## src/rtl/mem_stage_lsu.sv

```systemverilog
// mem_stage_lsu
// Load/store unit for the MEM stage. Accepts one aligned load or store from
// EX, builds byte lanes and enables, then holds a single request on the
// memory bus until mem_ack or until the wait-cycle budget runs out.
//
// Ports:
//   LSU_clk, LSU_rst            clock, asynchronous active-high reset
//   valid_E, ld_E, st_E         EX-stage instruction qualifiers
//   byte_E .. half_wordU_E      one-hot access size flags
//   ALU_out_E, rs2_data_E       effective address and store data
//   flush_i                     kill the in-flight access result
//   mem_req/we/addr/wdata/be    memory request channel (held while waiting)
//   mem_ack, mem_rdata          memory completion and raw read word
//   mem_read_data_M             last completed load word (raw)
//   mem_access_addr_1_0_bits_M  low address bits of the last accepted access
//   stall_o                     upstream pipeline hold
//   done_o, misalign_o, bus_err_o  one-cycle status pulses
module mem_stage_lsu #(
  parameter int unsigned TIMEOUT_CYCLES = 255
) (
  input  logic        LSU_clk,
  input  logic        LSU_rst,
  input  logic        valid_E,
  input  logic        ld_E,
  input  logic        st_E,
  input  logic        byte_E,
  input  logic        half_word_E,
  input  logic        full_word_E,
  input  logic        byteU_E,
  input  logic        half_wordU_E,
  input  logic [31:0] ALU_out_E,
  input  logic [31:0] rs2_data_E,
  input  logic        flush_i,
  output logic        mem_req,
  output logic        mem_we,
  output logic [29:0] mem_addr,
  output logic [31:0] mem_wdata,
  output logic [3:0]  mem_be,
  input  logic        mem_ack,
  input  logic [31:0] mem_rdata,
  output logic [31:0] mem_read_data_M,
  output logic [1:0]  mem_access_addr_1_0_bits_M,
  output logic        stall_o,
  output logic        done_o,
  output logic        misalign_o,
  output logic        bus_err_o
);

  localparam int CNT_W = (TIMEOUT_CYCLES < 2) ? 1 : $clog2(TIMEOUT_CYCLES + 1);

  typedef enum logic {S_IDLE, S_WAIT} state_t;

  state_t             state_reg, state_next;
  logic [CNT_W-1:0]   cnt_reg;
  logic               kill_reg;
  logic               we_reg;
  logic               ld_reg;
  logic               done_reg;
  logic               bus_err_reg;

  logic               is_mem, is_byte, is_half, is_word;
  logic               misaligned, accept, misalign_hit;
  logic               cnt_hit, timeout, ack_done, kill_now;
  logic [3:0]         be_next;
  logic [31:0]        wdata_next;

  assign is_mem  = valid_E & (ld_E | st_E);
  assign is_byte = byte_E | byteU_E;
  assign is_half = half_word_E | half_wordU_E;
  assign is_word = full_word_E;

  assign misaligned = (is_half & ALU_out_E[0]) | (is_word & (|ALU_out_E[1:0]));

  // Reset gates the combinational decode so that every output reads 0 while
  // LSU_rst is high, even if EX keeps presenting an access.
  assign accept       = ~LSU_rst & (state_reg == S_IDLE) & is_mem & ~flush_i & ~misaligned;
  assign misalign_hit = ~LSU_rst & (state_reg == S_IDLE) & is_mem & ~flush_i &  misaligned;

  // The timeout fires on the WAIT cycle whose edge would bring the counter
  // to TIMEOUT_CYCLES; an ack in that same cycle wins.
  assign cnt_hit  = (cnt_reg == CNT_W'(TIMEOUT_CYCLES - 1));
  assign ack_done = (state_reg == S_WAIT) & mem_ack;
  assign timeout  = (state_reg == S_WAIT) & ~mem_ack & cnt_hit;
  // A flush arriving together with the ack still kills the result.
  assign kill_now = kill_reg | flush_i;

  // Store lane generation; loads read the whole word.
  always_comb begin
    be_next    = 4'b1111;
    wdata_next = 32'h0;
    if (st_E) begin
      if (is_byte) begin
        be_next    = 4'b0001 << ALU_out_E[1:0];
        wdata_next = {4{rs2_data_E[7:0]}};
      end else if (is_half) begin
        be_next    = ALU_out_E[1] ? 4'b1100 : 4'b0011;
        wdata_next = {2{rs2_data_E[15:0]}};
      end else begin
        be_next    = 4'b1111;
        wdata_next = rs2_data_E;
      end
    end
  end

  // FSM: state register
  always_ff @(posedge LSU_clk or posedge LSU_rst) begin
    if (LSU_rst) state_reg <= S_IDLE;
    else         state_reg <= state_next;
  end

  // FSM: next state
  always_comb begin
    state_next = state_reg;
    case (state_reg)
      S_IDLE:  if (accept) state_next = S_WAIT;
      S_WAIT:  if (mem_ack || timeout) state_next = S_IDLE;
      default: state_next = S_IDLE;
    endcase
  end

  // FSM: outputs
  always_comb begin
    mem_req    = (state_reg == S_WAIT);
    mem_we     = (state_reg == S_WAIT) & we_reg;
    stall_o    = accept | ((state_reg == S_WAIT) & ~mem_ack);
    misalign_o = misalign_hit;
  end

  assign done_o    = done_reg;
  assign bus_err_o = bus_err_reg;

  // Request latch, wait counter, kill flag and result registers.
  always_ff @(posedge LSU_clk or posedge LSU_rst) begin
    if (LSU_rst) begin
      mem_addr                   <= '0;
      mem_wdata                  <= '0;
      mem_be                     <= '0;
      we_reg                     <= 1'b0;
      ld_reg                     <= 1'b0;
      cnt_reg                    <= '0;
      kill_reg                   <= 1'b0;
      mem_read_data_M            <= '0;
      mem_access_addr_1_0_bits_M <= '0;
      done_reg                   <= 1'b0;
      bus_err_reg                <= 1'b0;
    end else begin
      done_reg    <= ack_done & ~kill_now;
      bus_err_reg <= timeout;
      if (accept) begin
        mem_addr                   <= ALU_out_E[31:2];
        mem_wdata                  <= wdata_next;
        mem_be                     <= be_next;
        we_reg                     <= st_E;
        ld_reg                     <= ld_E;
        mem_access_addr_1_0_bits_M <= ALU_out_E[1:0];
        cnt_reg                    <= '0;
        kill_reg                   <= 1'b0;
      end else if (state_reg == S_WAIT) begin
        if (mem_ack) begin
          if (ld_reg && !kill_now) mem_read_data_M <= mem_rdata;
          kill_reg <= 1'b0;
        end else if (timeout) begin
          kill_reg <= 1'b0;
        end else if (flush_i) begin
          kill_reg <= 1'b1;
        end
        if (!mem_ack && cnt_reg != CNT_W'(TIMEOUT_CYCLES))
          cnt_reg <= cnt_reg + CNT_W'(1);
      end
    end
  end

endmodule

```

## config.mk

```make
export PLATFORM = sky130hd
export DESIGN_NAME = mem_stage_lsu
export DESIGN_NICKNAME = d
export VERILOG_FILES = /design/src/rtl/mem_stage_lsu.sv
export SDC_FILE = /design/constraint.sdc
export NUM_CORES = 1
export LEC_CHECK = 0
export BUFFER_PORTS_ARGS = -buffer_cell sky130_fd_sc_hd__buf_4
export CORE_MARGIN = 2
export CORE_UTILIZATION = 50
export DETAILED_ROUTE_END_ITERATION = 16
export PLACE_DENSITY = 0.81
export SETUP_SLACK_MARGIN = 0.3
export SLEW_MARGIN = 10
export SYNTH_ARGS = -nofsm -noshare
export SYNTH_HDL_FRONTEND = slang
export SYNTH_SLANG_ARGS = --single-unit
```

## constraint.sdc

```tcl
create_clock -name LSU_clk -period 5.5 [get_ports LSU_clk]
set_input_delay 0.825 -clock LSU_clk [delete_from_list [all_inputs] [get_ports LSU_clk]]
set_output_delay 0.825 -clock LSU_clk [all_outputs]
set_load 0.01 [all_outputs]
```

==> impl_metrics.env, run 1 <==
export IMPL_status="finished, final reports clean"
export IMPL_arrival_ps=2560
export IMPL_ant_nets=0
export IMPL_via_per_inst=5.31
export IMPL_cts_tree="done"
export IMPL_grt_pass1_vias=3918
export IMPL_critPathKind="in -> out"
export IMPL_wirelength_mm=13.1
export IMPL_synth_cell_types=41
export IMPL_antenna_found_initial=0
export IMPL_hold_viol=0
export IMPL_cp_start_kind="input port"
export IMPL_worst_slew_pin_slew_ps=1040
export IMPL_grt_max_degree=62
export IMPL_reg_largest_list="mem_read_data_M (32), mem_wdata (32), mem_addr (30)"
export IMPL_r2r_start="mem_req"
export IMPL_ir_drop_mv=0.221
export IMPL_total_power_w=0.00276
export IMPL_crit_fanout=30
export IMPL_rr_endpoint="mem_wdata[12]"
export IMPL_coreArea_mm2=0.00964
export IMPL_cts_root_buf="clkbuf_8"
export IMPL_cp_required_ps=4680
export IMPL_synth_nets=491
export IMPL_grt_overflow_total=0
export IMPL_first_iter_violations=151
export IMPL_synth_ff_type="dfrtp_1"
export IMPL_ctsResizeCount=0
export IMPL_postCtsSetupBuffers=0
export IMPL_clk_pin_slew_ps=60
export IMPL_finalCritPeriodShare=0.615
export IMPL_drtPass1Iterations=4
export IMPL_wl_per_cell_um=17.6
export IMPL_dieArea_mm2=0.0106
export IMPL_clock_sinks=114
export IMPL_syn_inst=381
export IMPL_fp_dieW_um=103
export IMPL_clock_fmax_mhz=295
export IMPL_p_per_area_mw_per_mm2=388
export IMPL_nets=707
export IMPL_num_vias=3947
export IMPL_port_buffer_count=213
export IMPL_maxCapViolations=0
export IMPL_endpoint_kind="primary output"
export IMPL_syn_area_per_cell_um2=12.8
export IMPL_track_usage=0.244
export IMPL_area_growth_pct=45.3
export IMPL_ys_ff_latch=114
export IMPL_grt_pass1_wl_mm=19.4
export IMPL_n_antenna_cell=0
export IMPL_leakagePower_nw=3.53
export IMPL_pin_count=214
export IMPL_clockBufferDepth=2
export IMPL_netlist_area_mm2=0.00489
export IMPL_drv_slew=0
export IMPL_cts_hold_buffers=0
export IMPL_fin_crit_ps=3380
export IMPL_core_rowCount=36
export IMPL_hpwl_mm=9.40
export IMPL_yosysWarningCount=0
export IMPL_r2r_slack_ps=2910
export IMPL_fillers=689
export IMPL_rsz0062_at_grt="false"
export IMPL_timing_hold_ws_ps=437
export IMPL_h_tree_depth=4
export IMPL_async_flop_share=1.00
export IMPL_synth_edff_count=0
export IMPL_clk_insertion_delay_late_ps=500
export IMPL_fin_skew_ps=7.95
export IMPL_ys_seq_area_frac=0.583
export IMPL_dieHeight_um=103
export IMPL_start_util=0.508
export IMPL_tns_ps=0
export IMPL_gp_congestion=0.959
export IMPL_maxSlewHeadroom=0.308
export IMPL_hold_class="in -> async"
export IMPL_drive_gt1_frac=0.544
export IMPL_rr_worst_depth=6
export IMPL_drc=0
export IMPL_setup_viol=0
export IMPL_cts_buffers_inserted=17
-- worst max path at each step --
stage,end,slack [ps],cells after the start,startpoint
after floorplan,bus_err_o,1660,1,LSU_rst
after global placement,stall_o,2150,7,valid_E
after detailed placement,stall_o,2110,7,valid_E
after CTS,stall_o,2110,7,valid_E
after global routing,stall_o,1920,6,mem_req
final,stall_o,2120,7,valid_E
-- critical path, cell delays in order --
cell     delay (ps)
buf_4           100
nor4b_2         150
o21ai_1          80
buf_4           260
or2_1           830
nand2_1         110
buf_4           190
-- routing by layer --
metal,vias up,GRT usage,routed length [µm],share of wire
met5,-,0,0,0
li1,1798,-,-,-
met4,0,0.0789,212,0.016
met1,1916,0.303,4880,0.37
met3,23,0.0766,1210,0.093
met2,210,0.409,6760,0.52
-- where the power goes --
part           internal, W  switching, W
logic             0.000385      0.000287
registers          0.00102      0.000112
clock network     0.000554      0.000400
-- synthesized netlist by cell type, drive strengths merged, types with 2 or more instances --
cell type / number / area, µm²
buf: 14 / 91.3
xnor2: 7 / 61.3
a2111oi: 2 / 23.8
nor2: 13 / 58.8
mux2i: 16 / 160
dfrtp: 114 / 2850
a21oi: 13 / 65.1
nor3: 5 / 47.5
a22o: 8 / 70.1
clkbuf: 7 / 26.3
o31ai: 8 / 60.1
or2: 2 / 12.5
nand2: 29 / 109
mux2: 76 / 863
and3: 3 / 18.8
a211oi: 3 / 22.5
o21ai: 41 / 205
ha: 2 / 25.0
inv: 5 / 18.8
-- area by class of cell --
class | instances | area (µm²) | area share
flip-flops and latches | 114 | 2850 | 0.401
multi-input cells | 240 | 1900 | 0.267
repair buffers | 218 | 1640 | 0.230
clock buffers | 17 | 414 | 0.0583
well taps | 133 | 166 | 0.0234
clock inverters | 15 | 113 | 0.0158
inverters | 6 | 25.0 | 0.00352
-- stage by stage --
| stage | util | std cells | setup WS (ps) | instance area, µm² |
|---|---|---|---|---|
| 6_report | 0.737 | 743 | 2120 | 7110 |
| 5_1_grt | 0.737 | 743 | 1920 | 7110 |
| 4_1_cts | 0.737 | 743 | 2110 | 7110 |
| 3_5_place_dp | 0.683 | 711 | 2110 | 6580 |
| 3_3_place_gp | 0.683 | 711 | 2150 | 6580 |
| 2_1_floorplan | - | 381 | 1660 | 4890 |
-- cell usage in the layout, fill, tap and decap left out, types with 2 or more instances in the layout --
| cell | Yosys | layout |
|---|---|---|
| a211oi_1 | 3 | 3 |
| a21oi_1 | 13 | 13 |
| a22o_1 | 8 | 8 |
| and3_1 | 3 | 3 |
| buf_4 | 6 | 218 |
| clkbuf_16 | 0 | 16 |
| clkinv_2 | 0 | 3 |
| clkinv_4 | 0 | 3 |
| clkinvlp_4 | 0 | 6 |
| dfrtp_1 | 114 | 114 |
| ha_1 | 2 | 2 |
| inv_1 | 5 | 4 |
| inv_6 | 0 | 3 |
| mux2_1 | 2 | 2 |
| mux2_2 | 72 | 72 |
| mux2_4 | 2 | 2 |
| mux2i_1 | 16 | 16 |
| nand2_1 | 29 | 29 |
| nor2_1 | 11 | 11 |
| nor3_1 | 3 | 3 |
| nor3_4 | 2 | 2 |
| o21ai_0 | 40 | 40 |
| o31ai_1 | 8 | 8 |
| or2_1 | 2 | 2 |
| xnor2_1 | 7 | 7 |
-- cells by family after synthesis --
family                   synth area share
AO/OA/AOI/OAI                      0.0974
multiplexers                        0.209
flip-flops                          0.583
XOR/XNOR                           0.0125
AND/OR/NAND/NOR                    0.0639
buffers and inverters              0.0286
adder cells (fa/ha/maj)           0.00511
Note: power is estimated with default switching activity, not from simulation.
==> inputs of run 2 (changes only) <==
Settings changed: ABC_AREA from default to 1, CORE_UTILIZATION 50 to 43, PLACE_DENSITY 0.81 to 0.73.
Clock period 5.5 ns to 3 ns, I/O delays scaled along.
==> impl_metrics.env, run 2 <==
export IMPL_status="finished, final reports clean"
export IMPL_p_per_area_mw_per_mm2=884
export IMPL_pin_count=214
export IMPL_nets=945
export IMPL_synth_area_leaders="dfrtp_1 57%, nand2_1 21%, o21ai_0 5.8%"
export IMPL_crit_fanout=30
export IMPL_h_tree_depth=4
export IMPL_endpoint_kind="primary output"
export IMPL_tns_ps=0
export IMPL_maxSlewHeadroom=0.581
export IMPL_port_buffer_count=213
export IMPL_area_growth_pct=46.2
export IMPL_fin_crit_ps=2360
export IMPL_fin_skew_ps=8.62
export IMPL_layout_common_cells="281 x nand2_1, 221 x buf_4, 114 x dfrtp_1, 58 x o21ai_0, 56 x inv_1"
export IMPL_cts_buffers_inserted=17
export IMPL_coreArea_mm2=0.0114
export IMPL_arrival_ps=1910
export IMPL_dieArea_mm2=0.0126
export IMPL_drtPass1Iterations=4
export IMPL_gp_congestion=0.845
export IMPL_hold_viol=0
export IMPL_r2r_slack_ps=950
export IMPL_ant_nets=0
export IMPL_async_flop_share=1.00
export IMPL_grt_overflow_total=0
export IMPL_wirelength_mm=14.0
export IMPL_setup_viol=0
export IMPL_clockBufferDepth=2
export IMPL_clk_pin_slew_ps=50
export IMPL_fin_util=0.643
export IMPL_netlist_top_cells_count="281 x nand2_1, 114 x dfrtp_1, 58 x o21ai_0"
export IMPL_hpwl_mm=10.1
export IMPL_netlist_area_mm2=0.00502
export IMPL_start_util=0.440
export IMPL_synth_cell_types=27
export IMPL_drive_gt1_frac=0.313
export IMPL_ys_seq_area_frac=0.568
export IMPL_cts_root_buf="clkbuf_16"
export IMPL_ys_ff_latch=114
export IMPL_timing_hold_ws_ps=170
export IMPL_synth_most_common_cell="nand2_1"
export IMPL_first_iter_violations=316
export IMPL_core_rowCount=39
export IMPL_reg_largest_list="mem_read_data_M (32), mem_wdata (32), mem_addr (30)"
export IMPL_final_cell_area_mm2=0.00734
export IMPL_synth_ff_type="dfrtp_1"
export IMPL_fp_dieW_um=112
export IMPL_synth_area_leader_cell="dfrtp_1"
export IMPL_cp_start_kind="flop"
export IMPL_antenna_found_initial=0
export IMPL_rr_worst_depth=7
export IMPL_synth_nets=729
export IMPL_ir_drop_mv=0.669
export IMPL_clk_insertion_delay_late_ps=410
export IMPL_wl_per_cell_um=14.2
export IMPL_yosysWarningCount=0
export IMPL_leakagePower_nw=4.17
export IMPL_synth_edff_count=0
export IMPL_rr_endpoint="mem_wdata[12]"
export IMPL_dieHeight_um=112
export IMPL_rsz0062_at_grt="false"
export IMPL_ctsResizeCount=0
export IMPL_critPathKind="reg -> out"
export IMPL_grt_max_degree=65
export IMPL_synth_top_cell_area_share=0.568
export IMPL_n_antenna_cell=0
export IMPL_layout_commonest_cell="nand2_1"
export IMPL_r2r_start="mem_req"
export IMPL_drv_slew=0
export IMPL_via_per_inst=4.75
export IMPL_clock_fmax_mhz=424
export IMPL_syn_area_per_cell_um2=8.12
export IMPL_finalCritPeriodShare=0.786
export IMPL_grt_pass1_vias=4711
export IMPL_syn_inst=619
export IMPL_place_inst=959
export IMPL_grt_pass1_wl_mm=23.0
export IMPL_track_usage=0.231
export IMPL_cp_required_ps=2550
export IMPL_drc=0
export IMPL_maxCapViolations=0
export IMPL_postCtsSetupBuffers=0
export IMPL_cts_hold_buffers=0
export IMPL_num_vias=4712
export IMPL_clock_sinks=114
export IMPL_worstSetupStartpoint="mem_req"
export IMPL_cts_tree="done"
export IMPL_hold_class="in -> async"
export IMPL_worst_slew_pin_slew_ps=628
export IMPL_instances_no_fill=991
export IMPL_placedInstanceArea_mm2=0.00671
==> run 2: cell families (layout without fill, tap and decap cells) <==
group	count (synthesis)	count (layout)	synth area share
AND/OR/NAND/NOR	344	344	0.275
buffers and inverters	84	313	0.0762
AO/OA/AOI/OAI	75	75	0.0764
flip-flops	114	114	0.568
adder cells (fa/ha/maj)	2	2	0.00498
==> run 2: metrics by stage <==
step	setup WS, ps	power, W
after floorplan	1160	0.00325
after global placement	870	0.00432
after detailed placement	775	0.00438
after CTS	608	0.00656
after global routing	475	0.00689
final	643	0.00650
==> run 2: worst max-delay path: stages (launching register included) <==
cell,delay [ps]
dfrtp_1,440
nor2_1,120
nand2_1,80
nor2_1,170
nand2_4,180
buf_4,290
nand2_1,100
buf_4,110
==> run 2: per-layer routing <==
| metal | wire length, µm | track usage |
|---|---|---|
| met3 | 1090 | 0.0842 |
| met4 | 121 | 0.0740 |
| met5 | 0 | 0 |
| met1 | 5720 | 0.279 |
| met2 | 7120 | 0.386 |
==> run 2: area by class of cell <==
class / instances / area, µm²
timing repair buffer: 221 / 1660
fill: 995 / 4070
clock buffer: 19 / 453
sequential: 114 / 2850
clock inverter: 13 / 183
tap: 143 / 179
multi-input combinational: 421 / 1790
inverter: 60 / 229
==> run 2: report_power, final <==
group	switching (W)	internal (W)	leakage [nW]
sequential	0.000349	0.00209	1.49
clock	0.000715	0.00143	0.301
combinational	0.000941	0.000971	2.38
==> run 2: how the worst max path moves through the flow <==
stage	end	depth (start not counted)
CTS	stall_o	7
global placement	stall_o	9
floorplan	bus_err_o	1
finish	stall_o	7
global route	stall_o	7
detailed placement	mem_wdata[4]	8
